<file path="config.mk">
export PLATFORM = sky130hd
export DESIGN_NAME = mdu_iter
export DESIGN_NICKNAME = d
export VERILOG_FILES = /design/src/rtl/mdu_iter.sv
export SDC_FILE = /design/constraint.sdc
export NUM_CORES = 2
export LEC_CHECK = 0
export CAP_MARGIN = 20
export CORE_ASPECT_RATIO = 0.8
export CORE_MARGIN = 1
export CORE_UTILIZATION = 47
export CTS_CLUSTER_SIZE = 8
export DETAILED_ROUTE_END_ITERATION = 12
export HOLD_SLACK_MARGIN = 0.08
export MAX_ROUTING_LAYER = met4
export PLACE_DENSITY = 0.68
export SYNTH_ARGS = -nofsm -noshare
export SYNTH_HDL_FRONTEND = slang
export SYNTH_SLANG_ARGS = --single-unit
</file>
<file path="constraint.sdc">
create_clock -name clk -period 12.3 [get_ports clk]
set_clock_uncertainty 0.1 [all_clocks]
set_input_delay 2.46 -clock clk [delete_from_list [all_inputs] [get_ports clk]]
set_output_delay 2.46 -clock clk [all_outputs]
set_load 0.1 [all_outputs]
</file>
<file path="src/rtl/mdu_iter.sv">
// Iterative multiply/divide unit for the execute stage: shift-add multiply
// (MUL_BITS per cycle), restoring divide, accumulate, cancel, divide-by-zero flag.
module mdu_iter #(
   parameter int WIDTH    = 32,
   parameter int MUL_BITS = 1
) (
   input  logic               clk,
   input  logic               rst,
   input  logic               start_i,
   input  logic [2:0]         op_i,
   input  logic [WIDTH-1:0]   opdata1_i,
   input  logic [WIDTH-1:0]   opdata2_i,
   input  logic [2*WIDTH-1:0] hilo_acc_i,
   input  logic               annul_i,
   output logic [2*WIDTH-1:0] result_o,
   output logic               ready_o,
   output logic               busy_o,
   output logic               div_by_zero_o
);

   localparam int MUL_CYC = WIDTH / MUL_BITS;
   localparam int CW      = $clog2(WIDTH);
   localparam logic [CW-1:0] CNT_ONE      = CW'(1);
   localparam logic [CW-1:0] CNT_MUL_LAST = CW'(MUL_CYC - 1);
   localparam logic [CW-1:0] CNT_DIV_LAST = CW'(WIDTH - 1);

   typedef enum logic [2:0] {
      S_IDLE = 3'd0,
      S_MUL  = 3'd1,
      S_DIV  = 3'd2,
      S_FIX  = 3'd3,
      S_DONE = 3'd4
   } state_t;

   state_t               state_r, state_s;
   logic [2:0]           op_r;
   logic [2*WIDTH-1:0]   mcand_r;
   logic [WIDTH-1:0]     op2_r;
   logic [2*WIDTH-1:0]   acc_r;
   logic [2*WIDTH-1:0]   prod_r;
   logic [WIDTH-1:0]     rem_r;
   logic [WIDTH-1:0]     quot_r;
   logic [CW-1:0]        cnt_r;
   logic                 sign_q_r, sign_r_r, dz_r;
   logic [2*WIDTH-1:0]   result_r;
   logic                 ready_r, busy_r, dbz_r;

   logic                 signed_s, neg1_s, neg2_s, is_div_s, op2_zero_s, accept_s;
   logic [2*WIDTH-1:0]   mul_add_s, prod_step_s, prod_fix_s, fix_s;
   logic [WIDTH:0]       part_s, dvs_ext_s;
   logic [WIDTH-1:0]     rem_step_s, quot_fix_s, rem_fix_s;
   logic                 qbit_s;

   // Two's complement magnitude of a possibly negative operand; 2^(WIDTH-1) fits unsigned.
   function automatic logic [WIDTH-1:0] mag_f(input logic [WIDTH-1:0] v, input logic neg);
      return neg ? -v : v;
   endfunction

   assign signed_s   = ~op_i[0];
   assign neg1_s     = signed_s & opdata1_i[WIDTH-1];
   assign neg2_s     = signed_s & opdata2_i[WIDTH-1];
   assign is_div_s   = op_i[2] & op_i[1];
   assign op2_zero_s = (opdata2_i == '0);
   assign accept_s   = (state_r == S_IDLE) & start_i & ~annul_i;

   // Next-state logic; annul overrides everything, including a start in IDLE.
   always_comb begin
      state_s = state_r;
      if (annul_i) begin
         state_s = S_IDLE;
      end else begin
         case (state_r)
            S_IDLE: begin
               if (start_i) begin
                  if (is_div_s) begin
                     state_s = op2_zero_s ? S_FIX : S_DIV;
                  end else begin
                     state_s = S_MUL;
                  end
               end else begin
                  state_s = S_IDLE;
               end
            end
            S_MUL:   state_s = (cnt_r == CNT_MUL_LAST) ? S_FIX : S_MUL;
            S_DIV:   state_s = (cnt_r == CNT_DIV_LAST) ? S_FIX : S_DIV;
            S_FIX:   state_s = S_DONE;
            S_DONE:  state_s = start_i ? S_DONE : S_IDLE;
            default: state_s = S_IDLE;
         endcase
      end
   end

   // Per-cycle multiply/divide step values and the final sign/accumulate fix-up.
   always_comb begin
      mul_add_s = '0;
      for (int j = 0; j < MUL_BITS; j++) begin
         if (op2_r[j]) begin
            mul_add_s = mul_add_s + (mcand_r << j);
         end else begin
            mul_add_s = mul_add_s;
         end
      end
      prod_step_s = prod_r + mul_add_s;

      part_s    = {rem_r, quot_r[WIDTH-1]};
      dvs_ext_s = {1'b0, op2_r};
      if (part_s >= dvs_ext_s) begin
         rem_step_s = WIDTH'(part_s - dvs_ext_s);
         qbit_s     = 1'b1;
      end else begin
         rem_step_s = part_s[WIDTH-1:0];
         qbit_s     = 1'b0;
      end

      prod_fix_s = sign_q_r ? -prod_r : prod_r;
      quot_fix_s = sign_q_r ? -quot_r : quot_r;
      rem_fix_s  = sign_r_r ? -rem_r  : rem_r;
      case (op_r)
         3'b000, 3'b001: fix_s = prod_fix_s;
         3'b010, 3'b011: fix_s = acc_r + prod_fix_s;
         3'b100, 3'b101: fix_s = acc_r - prod_fix_s;
         3'b110, 3'b111: fix_s = dz_r ? '0 : {rem_fix_s, quot_fix_s};
         default:        fix_s = prod_fix_s;
      endcase
   end

   // State register.
   always_ff @(posedge clk or posedge rst) begin
      if (rst) begin
         state_r <= S_IDLE;
      end else begin
         state_r <= state_s;
      end
   end

   // Operand capture at acceptance and iterative datapath registers.
   always_ff @(posedge clk or posedge rst) begin
      if (rst) begin
         op_r     <= 3'b000;
         mcand_r  <= '0;
         op2_r    <= '0;
         acc_r    <= '0;
         prod_r   <= '0;
         rem_r    <= '0;
         quot_r   <= '0;
         cnt_r    <= '0;
         sign_q_r <= 1'b0;
         sign_r_r <= 1'b0;
         dz_r     <= 1'b0;
      end else if (accept_s) begin
         op_r     <= op_i;
         mcand_r  <= {{WIDTH{1'b0}}, mag_f(opdata1_i, neg1_s)};
         op2_r    <= mag_f(opdata2_i, neg2_s);
         acc_r    <= hilo_acc_i;
         prod_r   <= '0;
         rem_r    <= '0;
         quot_r   <= mag_f(opdata1_i, neg1_s);
         cnt_r    <= '0;
         sign_q_r <= neg1_s ^ neg2_s;
         sign_r_r <= neg1_s;
         dz_r     <= is_div_s & op2_zero_s;
      end else begin
         case (state_r)
            S_MUL: begin
               prod_r  <= prod_step_s;
               mcand_r <= mcand_r << MUL_BITS;
               op2_r   <= op2_r >> MUL_BITS;
               cnt_r   <= cnt_r + CNT_ONE;
            end
            S_DIV: begin
               rem_r  <= rem_step_s;
               quot_r <= {quot_r[WIDTH-2:0], qbit_s};
               cnt_r  <= cnt_r + CNT_ONE;
            end
            default: begin
               cnt_r <= cnt_r;
            end
         endcase
      end
   end

   // Registered outputs; result and flag only change on a completed FIX.
   always_ff @(posedge clk or posedge rst) begin
      if (rst) begin
         result_r <= '0;
         ready_r  <= 1'b0;
         busy_r   <= 1'b0;
         dbz_r    <= 1'b0;
      end else begin
         ready_r <= (state_s == S_DONE);
         busy_r  <= (state_s == S_MUL) | (state_s == S_DIV) | (state_s == S_FIX);
         if ((state_r == S_FIX) && !annul_i) begin
            result_r <= fix_s;
            dbz_r    <= dz_r;
         end else if (accept_s) begin
            dbz_r <= 1'b0;
         end else begin
            dbz_r <= dbz_r;
         end
      end
   end

   assign result_o      = result_r;
   assign ready_o       = ready_r;
   assign busy_o        = busy_r;
   assign div_by_zero_o = dbz_r;

endmodule

</file>
# Word level (Yosys, flattened, before mapping)

Cells that the tools add are included.

Flip-flop bits (word level): 369
Input bits: 135
Output and inout port bits: 67
Word-level logic and storage cells: 100

$add $sub $neg: 10
Order comparisons: 1
Eq/ne operators: 16
Multiplexer cells: 32
Bitwise logic cells: 11
Reduce and logical (&&, ||, !) cells: 14

Operator list:

| kind                  | number |
|---|---|
| $mux W64              | 7 |
| $mux W32              | 11 |
| $pmux W64 S4          | 1 |
| $add A64 B64 Y64      | 2 |
| $neg A32 Y32          | 4 |
| $neg A64 Y64          | 1 |
| $sub A64 B64 Y64      | 1 |
| $ge A33 B32 Y1        | 1 |
| $logic_not A32 Y1     | 1 |
| $sub A32 B32 Y32      | 1 |
| $eq A3 B2 Y1 const B  | 6 |
| $eq A3 B3 Y1 const B  | 6 |
| $pmux W3 S5           | 1 |
| $mux W5               | 2 |
| $reduce_or A2 Y1      | 5 |
| $eq A3 B1 Y1 const B  | 3 |
| $mux W3               | 3 |
| $reduce_bool A2 Y1    | 4 |
| $and A1 B1 Y1         | 6 |
| $logic_not A3 Y1      | 2 |
| $add A5 B1 Y5 const B | 1 |
| $eq A5 B5 Y1 const B  | 1 |
| $mux W1               | 5 |
| $mux W2               | 2 |
| 5 further kinds       | 7 |

# Longest topological paths before layout

Depth after elaboration: 9
Mapped depth: 28
Mapped depth without buffers: 27

# Least setup slack after synthesis

Ideal clock, no wire load.

Path type: flip-flop to flip-flop
From: reg prod_r[1]
To: reg result_r[60], in the netlist result_o[60]
Setup time: 0.126 ns
Data arrival time: 5.878 ns
Data required time: 12.074 ns
Slack: 6.196 ns
Cell stages (with the launch flop): 26
Path buffers: 1
Period minus slack after synthesis: 6.104 ns
Cells stage by stage: dfrtp_1 -> buf_2 -> inv_1 -> ha_1 -> nor4b_1 -> nand4_4 -> or3_4 -> o31ai_4 -> xor2_2 -> nand4_2 -> nor4_4 -> nor2_1 -> xor2_1 -> ha_1 -> a21o_1 -> a21o_1 -> a21oi_1 -> o221ai_1 -> nand3_1 -> a21oi_1 -> o41ai_2 -> nand2_1 -> o31a_1 -> a221oi_1 -> xnor2_1 -> a221o_1

Longest elaborated chain between the ends: 4
Elaborated cells between the ends (all ways): 5
Classes of those cells: 3 x add/sub; 2 x mux

Ends and longest elaborated chain:

| what                                                        | RTL line | RTL |
|---|---|---|
| start: declaration                                          | 40       | `logic [2*WIDTH-1:0] prod_r;` |
| start signal: assignment                                    | 165      | `prod_r <= prod_step_s;` |
| $neg A64 Y64                                                | 115      | `prod_fix_s = sign_q_r ? -prod_r : prod_r;` |
| $mux W64 *                                                  | 115      |  |
| $sub A64 B64 Y64 / $add A64 B64 Y64 (equally long branches) | 121, 120 |  |
| $pmux W64 S4 *                                              | 118      | `case (op_r)` |
| end signal: assignment                                      | 193      | `result_r <= fix_s;` |
| end: declaration                                            | 45       | `logic [2*WIDTH-1:0] result_r;` |

Mark *: on every way between the ends. The rest lies on a longest branch, timed or not.
A chain may end at the register's enable or synchronous reset.

# Final worst setup path

Ends and elaborated chain as after synthesis.

==> out/results.ini <==
[run_status]
status = completed

[final_layout]
fin_nets = 4086
multi_input_area_um2 = 19900
regArea_um2 = 9210
n_fill_cell = 5907
syn_to_final_growth_pct = 13.3
layout-drive-gt1-share_pct = 4.65
instances_no_fill = 4631
final_cell_area_um2 = 34200

[route]
drtIter0Drc = 3166
via_per_inst = 6.16
finalWirelength_mm = 100
vias = 28541
final_antenna_net_count = 0
drt_pass1_iterations = 6
drcViolationCount = 0
wl_per_cell_um = 21.6

[synth]
yosysTopAreaCellShare_pct = 30.5
synth_edf_count = 0
yosysSeqAreaShare_pct = 30.5
synth_commonest_cells = 537 x nand2_1, 368 x dfrtp_1, 336 x o21ai_0
ys_top_cells_by_area = dfrtp_1 31%, ha_1 7.0%, nand2_1 6.7%
synth.most_common_cell = nand2_1
async_flop_share_pct = 100
yosysWarnings = 0
synth_nets = 4010
synth_area_leader_cell = dfrtp_1
synthCells = 3704
netlist_area_um2 = 30200
ys.flop_type = dfrtp_1
ys_ff_latch = 368
ys_types = 93
syn_avg_cell_area_um2 = 8.15

[clock_network]
cts_resized = 0
clk_path_buf_depth = 3
clk_pin_slew_worst_paths_ps = 50
clock-sinks = 368
numCtsBuffers = 52
cts_tree = done
h-tree-depth = 2
holdBufCountCts = 0
clk_latency_ps = 630
root_buffer = clkbuf_16
postCtsSetupRepairBufs = 0

[power_and_ir_drop]
pwr_density_cell_nw_per_um2 = 286
leakage_nw = 15.2
vdd_drop_max_mv = 0.161

[sta]
fmax_ghz = 0.139
rsz0062_at_grt = false
tightest_slew_ps = 1030
fin_setup_tns_ps = 0
whs_ps = 372
drv_slew = 0
fin_crit_ps = 7200
maxSlewHeadroom_pct = 30.9
setup_viol = 0
hold_viol_final = 0
finalCritPeriodShare_pct = 58.6

[grt]
overflow = 0
grt_pass1_wl_mm = 156
grt_usage_pct = 30.9
grt_max_degree = 162
antenna_found_initial = 3
grt_pass1_vias = 25844

[min_path]
hold_path.class = flop to flop
min_delay_path_depth = 1
hold_start = result_o[14]
min_to = result_o[14]

[worst_setup_path]
cp.arrival_ps = 7590
rr_startpoint = prod_r[1]
cp_max_fo = 10
cp_data_required_time_ps = 12690
timing.rr.end = result_o[60]
critPathLaunchType = flop
rr_worst_depth = 24
endpoint_kind = flop
reg2reg_slack_ps = 5100
worstSetupPathType = flop to flop

[floorplanning]
start_util_pct = 47.8
die_y_um = 229
fp.coreArea_um2 = 63100
num_rows = 82
io_pins = 202
fp.dieW_um = 285
die-area_um2 = 65200

[placement]
portBuffers = 201
dp.cells = 4565
dp_hpwl_mm = 74.7
gp_congestion = 0.959
place_area_um2 = 32700

[run]
drv_cap = 0

[sequential cells by signal, indices dropped and copies added (netlist names), 2 cells and up]
signal,cells
op_r,2
acc_r,64
rem_r,32
cnt_r,5
quot_r,32
prod_r,64
mcand_r,64
op2_r,32
result_o,64
state_r,3
[layer usage]
metal	global-route usage, %	vias to the layer above	share of wire, %
li1	-	13540	-
met1	50.3	13709	51
met2	38.4	1183	38
met3	5.55	109	9.5
met4	6.12	0	1.8
met5	-	-	0
[worst max path at each step]
stage,startpoint,endpoint,slack (ps),depth (start not counted)
global placement,prod_r[1],result_o[60],5310,24
detailed placement,prod_r[0],result_o[60],5180,24
finish,prod_r[1],result_o[60],5100,24
global route,prod_r[1],result_o[60],4530,24
CTS,prod_r[1],result_o[60],5150,24
floorplan,rst,acc_r[0],4800,1
[metrics by stage]
| stage | setup slack, ps | util, % | power [W] |
|---|---|---|---|
| floorplan | 4800 | - | 0.00667 |
| global placement | 5310 | 51.9 | 0.00826 |
| detailed placement | 5180 | 51.9 | 0.00827 |
| CTS | 5150 | 54.1 | 0.00965 |
| global route | 4530 | 54.2 | 0.0104 |
| finish | 5100 | 54.2 | 0.00979 |
[critical path, stage by stage, from the launching register on]
cell      delay (ps)
dfrtp_1          480
inv_1            150
ha_1             310
nor4b_1          460
nand4_4          240
o31ai_1          330
xor2_1           320
and2_1           260
nor4b_2          370
and3_1           270
and2_1           210
a21oi_1          100
xor2_1           180
ha_1             390
nand2_1          120
nor2_1            60
or3b_2           450
o21ai_0          240
a211oi_1         150
o41ai_2          660
nand2_1          180
o31a_1           310
a221oi_1         330
xnor2_1          100
a221o_1          330
[cell type report]
cell class | count | share of cell area, %
clock buffers | 57 | 3.95
inverters | 108 | 1.20
diodes | 5 | 0.0366
well taps | 840 | 3.08
repair buffers | 226 | 6.47
clock inverters | 3 | 0.223
flip-flops and latches | 368 | 27.0
multi-input cells | 3024 | 58.1
[cell usage in the layout, fill, tap and decap left out, types with 65 or more instances in the layout]
cell type,instances
dfrtp_1,367
ha_1,166
and2_1,79
a21oi_1,293
xnor2_1,206
inv_1,107
xor2_1,184
nand3_1,104
clkdlybuf4s50_1,201
a21o_1,113
a22oi_1,65
nor2_1,159
o21ai_0,336
nand2_1,537
[logic make-up (layout without fill, tap and decap cells)]
| group | after synthesis | in the layout | share of synthesized area, % |
|---|---|---|---|
| muxes | 48 | 48 | 1.66 |
| other | 0 | 5 | 0 |
| DFF | 368 | 368 | 30.5 |
| AOI/OAI and AO/OA | 1202 | 1202 | 25.5 |
| adders and majority gates | 171 | 171 | 7.16 |
| and+or+nand+nor | 1210 | 1210 | 19.7 |
| buffers and inverters | 312 | 394 | 4.02 |
| xor gates and xnor gates | 393 | 393 | 11.5 |
[power breakdown]
group	internal (W)	switching (W)	leakage [nW]	total, W
Sequential	0.00155	0.000558	4.80	0.00211
Combinational	0.00231	0.00403	9.70	0.00634
Clock	0.000784	0.000552	0.696	0.00134
Total	0.00464	0.00514	15.2	0.00979
Power figures use the tool's default switching activity.
